===== src/rtl/envelope_length_unit.sv =====
// Envelope generator and length counter for one NES APU pulse/noise channel.
// Optional macro LENGTH_RELOAD_GUARD_EN: a length clock that coincides with a length write decrements instead of reloading.
module envelope_length_unit #(
    parameter int LENGTH_WIDTH = 8,
    parameter int ENV_WIDTH    = 4
) (
    input  logic                 iClk,
    input  logic                 iReset,
    input  logic [7:0]           iData,
    input  logic                 iWrite_ctrl,
    input  logic                 iWrite_length,
    input  logic                 iEnable,
    input  logic                 iEnvelope_clk,
    input  logic                 iLength_clk,
    output logic [ENV_WIDTH-1:0] oVolume,
    output logic                 oLength_nonzero
);

    localparam logic [ENV_WIDTH-1:0]    ENV_MAX = '1;
    localparam logic [ENV_WIDTH-1:0]    ENV_ONE = ENV_WIDTH'(1);
    localparam logic [LENGTH_WIDTH-1:0] LEN_ONE = LENGTH_WIDTH'(1);

    logic                    halt_q, halt_d;
    logic                    const_vol_q, const_vol_d;
    logic [ENV_WIDTH-1:0]    vol_period_q, vol_period_d;
    logic                    start_q, start_d;
    logic [ENV_WIDTH-1:0]    decay_q, decay_d;
    logic [ENV_WIDTH-1:0]    divider_q, divider_d;
    logic [LENGTH_WIDTH-1:0] length_q, length_d;
    logic [ENV_WIDTH-1:0]    volume_q, volume_d;
    logic                    length_nonzero_q, length_nonzero_d;

    logic                    length_dec_ok;
    logic [LENGTH_WIDTH-1:0] length_load;

    function automatic logic [7:0] len_table(input logic [4:0] idx);
        case (idx)
            5'd0:  len_table = 8'd10;   5'd1:  len_table = 8'd254;
            5'd2:  len_table = 8'd20;   5'd3:  len_table = 8'd2;
            5'd4:  len_table = 8'd40;   5'd5:  len_table = 8'd4;
            5'd6:  len_table = 8'd80;   5'd7:  len_table = 8'd6;
            5'd8:  len_table = 8'd160;  5'd9:  len_table = 8'd8;
            5'd10: len_table = 8'd60;   5'd11: len_table = 8'd10;
            5'd12: len_table = 8'd14;   5'd13: len_table = 8'd12;
            5'd14: len_table = 8'd26;   5'd15: len_table = 8'd14;
            5'd16: len_table = 8'd12;   5'd17: len_table = 8'd16;
            5'd18: len_table = 8'd24;   5'd19: len_table = 8'd18;
            5'd20: len_table = 8'd48;   5'd21: len_table = 8'd20;
            5'd22: len_table = 8'd96;   5'd23: len_table = 8'd22;
            5'd24: len_table = 8'd192;  5'd25: len_table = 8'd24;
            5'd26: len_table = 8'd72;   5'd27: len_table = 8'd26;
            5'd28: len_table = 8'd16;   5'd29: len_table = 8'd28;
            5'd30: len_table = 8'd32;   default: len_table = 8'd30;
        endcase
    endfunction

    assign length_dec_ok = iLength_clk && !halt_q && (length_q != '0);
    assign length_load   = LENGTH_WIDTH'(len_table(iData[7:3]));

    always_comb begin
        // NOTE: every signal gets its hold value first so no path leaves it unassigned (no latch).
        halt_d           = halt_q;
        const_vol_d      = const_vol_q;
        vol_period_d     = vol_period_q;
        start_d          = start_q;
        decay_d          = decay_q;
        divider_d        = divider_q;
        length_d         = length_q;
        volume_d         = volume_q;
        length_nonzero_d = length_nonzero_q;

        if (iWrite_ctrl) begin
            halt_d       = iData[5];
            const_vol_d  = iData[4];
            vol_period_d = ENV_WIDTH'(iData[3:0]);
        end

        // The envelope step sees the pre-write start flag; a length write then re-arms it.
        if (iEnvelope_clk) begin
            if (start_q) begin
                start_d   = 1'b0;
                decay_d   = ENV_MAX;
                divider_d = vol_period_q;
            end else if (divider_q == '0) begin
                divider_d = vol_period_q;
                if (decay_q != '0)
                    decay_d = decay_q - ENV_ONE;
                else if (halt_q)
                    decay_d = ENV_MAX;
            end else begin
                divider_d = divider_q - ENV_ONE;
            end
        end
        if (iWrite_length)
            start_d = 1'b1;

        if (!iEnable) begin
            length_d = '0;
        end else if (iWrite_length) begin
`ifdef LENGTH_RELOAD_GUARD_EN
            length_d = length_dec_ok ? (length_q - LEN_ONE) : length_load;
`else
            length_d = length_load;
`endif
        end else if (length_dec_ok) begin
            length_d = length_q - LEN_ONE;
        end

        volume_d         = (length_q == '0) ? '0 : (const_vol_q ? vol_period_q : decay_q);
        length_nonzero_d = (length_q != '0);
    end

    // NOTE: state registers use non-blocking assignments so every flop samples pre-edge values.
    always_ff @(posedge iClk or posedge iReset) begin
        if (iReset) begin
            halt_q           <= 1'b0;
            const_vol_q      <= 1'b0;
            vol_period_q     <= '0;
            start_q          <= 1'b0;
            decay_q          <= '0;
            divider_q        <= '0;
            length_q         <= '0;
            volume_q         <= '0;
            length_nonzero_q <= 1'b0;
        end else begin
            halt_q           <= halt_d;
            const_vol_q      <= const_vol_d;
            vol_period_q     <= vol_period_d;
            start_q          <= start_d;
            decay_q          <= decay_d;
            divider_q        <= divider_d;
            length_q         <= length_d;
            volume_q         <= volume_d;
            length_nonzero_q <= length_nonzero_d;
        end
    end

    assign oVolume         = volume_q;
    assign oLength_nonzero = length_nonzero_q;

endmodule


===== config.mk =====
export PLATFORM = sky130hd
export DESIGN_NAME = envelope_length_unit
export DESIGN_NICKNAME = d
export VERILOG_FILES = /design/src/rtl/envelope_length_unit.sv
export SDC_FILE = /design/constraint.sdc
export NUM_CORES = 1
export LEC_CHECK = 0
export CORE_ASPECT_RATIO = 0.7
export CORE_UTILIZATION = 40
export DETAILED_ROUTE_END_ITERATION = 8
export PLACE_DENSITY = 0.62
export SLEW_MARGIN = 0
export SYNTH_ARGS = -nofsm -noshare
export SYNTH_HDL_FRONTEND = slang
export SYNTH_SLANG_ARGS = --single-unit

===== constraint.sdc =====
create_clock -name iClk -period 1.8 [get_ports iClk]
set_input_delay 0.36 -clock iClk [delete_from_list [all_inputs] [get_ports iClk]]
set_output_delay 0.36 -clock iClk [all_outputs]
set_load 0.01 [all_outputs]

==> metrics.yaml <==
worstPathMaxFanout: 3
min_path_type: "input pin to asynchronous set/reset pin"
synth_xor_xnor_area_share_pct: 2.43
timing_worst_slew_pin_value_ps: 363
synth_cells: 199
netSwitchingFraction_pct: 31.3
max_slew_margin_pct: 75.7
hpwl_um: 3320
regToRegSetupSlack_ps: 140
critPathLaunch: "iData[4]"
number_of_antenna_violations_at_the_first_check_in_global_routing: 0
worstSetupPathType: "input pin to flop"
postCtsHoldBufs: 0
syn-num-nets: 224
final_cell_area_um2: 2310
max_freq_ghz: 0.576
switching_power_mw: 0.543
yosys_register_bits: 28
r2r.worst_path.cells: 8
postPlaceCellArea_um2: 2210
slowest_stage: "sky130_fd_sc_hd__mux4_2"
p_seq_share_pct: 47.1
yosys_warnings: 0
yosysSeqAreaShare_pct: 38.9
ant_nets: 0
die_height_um: 58.1
port_buffers: 19
global_route.usage.met3_pct: 4.09
wl_um: 4210
cp_num_cells: 7
critical_path.reg2reg.endpoint: "length_q[6]"
cpPeakStageDelay_ps: 440
rsz0062_at_grt: "false"
synth_enable_flop_cells: 0
post_synthesis_average_cell_area_um2: 9.04
cts_max_path_buffers: 2
r2r-start: "length_q[0]"
core_area_um2: 4110
setup_skew_ps: 5.69
grt_util_met2_pct: 31.1
place_congestion: 0.901
vias_after_detailed_routing: 1587
basic_gate_share_of_the_synthesized_area_counting_and_or_nand_and_nor_cells_pct: 17.0
setup-violations-final: 0
cp_capture_type: "flop"
pin_count_of_the_biggest_net_entering_global_routing: 29
num_rows: 19
antenna_cells_inserted: 0
worstSkewPairLatency_ps: 280
start_util_pct: 43.7
synth_ff_type: "sky130_fd_sc_hd__dfrtp_1"
cts.htree.levels: 1
clkTransAtPathRegs_ps: 90
cp_top_family: "buffers and inverters"
number_of_global_route_vias_before_repair: 1554
result_of_the_run: "completed"
groute.usage.overall_pct: 20.2
ioPinCount: 20
overflow: 0
layout_min_cycle_time_ps: 1740
p_int_mw: 1.19
most_common_library_cell_in_the_layout_ignoring_fill_and_taps: "sky130_fd_sc_hd__dfrtp_1"
die_area_um2: 4770
mostFrequentLayoutCells: "sky130_fd_sc_hd__dfrtp_1 (28), sky130_fd_sc_hd__buf_4 (27), sky130_fd_sc_hd__nor2_1 (17), sky130_fd_sc_hd__o21ai_0 (17), sky130_fd_sc_hd__clkdlybuf4s50_1 (17)"
cts_root_buffer: "sky130_fd_sc_hd__clkbuf_8"
detail_route.drc_violations: 0
synth_compound_gate_area_share_pct: 19.7
cp_cell_sequence: "clkdlybuf4s50_1 -> buf_4 -> ha_2 -> a21o_1 -> mux4_2 -> nand2_1 -> o211a_1"
p_per_area_nw_per_um2: 752
drt_iter0_markers: 73
worstPathRequired_ps: 2020
report.final.hold_viol_count: 0
worstSetupStartpointType: "input pin"
grt_first_pass_wirelength_um: 7200
syn_area_um2: 1800
cts_tree: "built"
cts-buffers-inserted: 3
fraction_of_the_mapped_netlist_area_in_adder_cells_pct: 6.95
max_cap_violations: 0
num-nets-final: 266
dieWidth_um: 82.2
cellLeakagePower_nw: 1.04
endpoint: "length_q[2]"
pwr-share-clk_pct: 22.3
globalRoute.busiestLayer: "met2"
syn2layout_area_growth_pct: 28.3
route.detailed.wl_per_inst_um: 14.4
route.detailed.vias_per_inst: 5.43
setup-tns-final_ps: 0
synth_top_family_by_area: "compound AO/OA/AOI/OAI gates"
path_buf_inv: 2
final_layout_size_suffix_gt1_share_pct: 21.3
first_pass_iteration_count_of_the_detailed_router: 4
async_set_reset_flop_share_out_of_synthesis_pct: 100
finalCritPeriodShare_pct: 96.4
number_of_clock_sinks: 28
yosys.cell_types.count: 45
combPwrFrac_pct: 30.6
yosys-mux-area-fraction_pct: 8.83
peakVddDrop_v: 0.000447
slew_violations: 0
critPathArrivalTime_ps: 1950
met1_usage_pct: 28.6
-- per-stage QoR --
stage	hold WS, ps	utilization (%)	setup slack, ps	cells	total power [mW]
final	442	56.1	64.4	292	1.74
after global routing	514	56.1	7.32	292	1.85
after CTS	460	55.0	5.36	291	1.74
after detailed placement	518	53.6	-287	287	1.35
after global placement	505	53.6	-230	287	1.32
after floorplan	425	-	256	199	1.12
-- layer usage --
metal / part of all wire [%] / wire length (µm)
met1: 50 / 2090
met2: 43 / 1810
met3: 6.5 / 273
met4: 0.78 / 33
met5: 0 / 0
-- worst min path at each step --
stage / slack [ps] / end / from / cells past startpoint
after floorplan: 430 / const_vol_q / iReset / 1
after global placement: 510 / divider_q[0] / divider_q[0] / 1
final: 440 / oVolume[1] / iReset / 3
after CTS: 460 / decay_q[3] / iReset / 3
after global routing: 510 / oVolume[1] / iReset / 3
after detailed placement: 520 / divider_q[0] / divider_q[0] / 1
-- Yosys cell counts, drive strengths merged (2+ instances only) --
cell type   n  area share, %
xnor2       3            1.5
a21o        3            1.3
o221ai      2           0.97
mux2        5            3.1
nor2       19            4.1
a22oi       2           0.83
a211oi      3            1.3
nor3        3           0.83
nand2b      5            1.7
ha         10            7.0
inv        18            3.8
buf         7            2.0
o211a       2            1.1
a31oi       4            1.4
nor2b       2           0.70
nand2      16            3.5
o22a        2           0.97
a21oi      11            3.3
clkbuf      2           0.42
nor4        3            1.9
nor3b       2            1.1
o21ai      20            5.6
mux2i       8            4.5
dfrtp      28             39
xor2        2           0.97
o22ai       2           0.70
nand3       5            1.4
-- sequential cells by signal, summed over array words and instances (netlist names) --
signal,count
decay_q,4
vol_period_q,4
halt_q,1
const_vol_q,1
divider_q,4
oLength_nonzero,1
oVolume,4
length_q,8
start_q,1
-- repair_timing --
action	4_1_cts	5_1_grt
buffers inserted	0	1
setup endpoints to repair	0	4
resized for setup	0	11
-- final cells by class --
cell class | instances | area, µm²
timing repair buffer | 46 | 398
clock buffer | 4 | 55.1
multi-input combinational | 144 | 1020
tap | 52 | 65.1
inverter | 18 | 67.6
sequential | 28 | 701
fill | 367 | 1800
-- power by group through the flow --
stage / Combinational, mW / Clock, mW / Sequential, mW
floorplan: 0.312 / 0 / 0.813
global placement: 0.502 / 0 / 0.820
detailed placement: 0.521 / 0 / 0.827
CTS: 0.522 / 0.398 / 0.815
global route: 0.595 / 0.427 / 0.832
finish: 0.532 / 0.387 / 0.817
-- tightest hold or removal path, cell delays in order --
cell	delay [ps]
sky130_fd_sc_hd__clkdlybuf4s50_1	390
sky130_fd_sc_hd__inv_1	50
sky130_fd_sc_hd__buf_4	320
-- kinds of logic after synthesis --
logic type / count (synthesis)
simple gates: 59
compound gates: 56
flops: 28
buf+inv: 27
mux: 14
fa+ha+maj: 10
xor+xnor: 5
No activity file was read; power rests on OpenSTA's default activity.
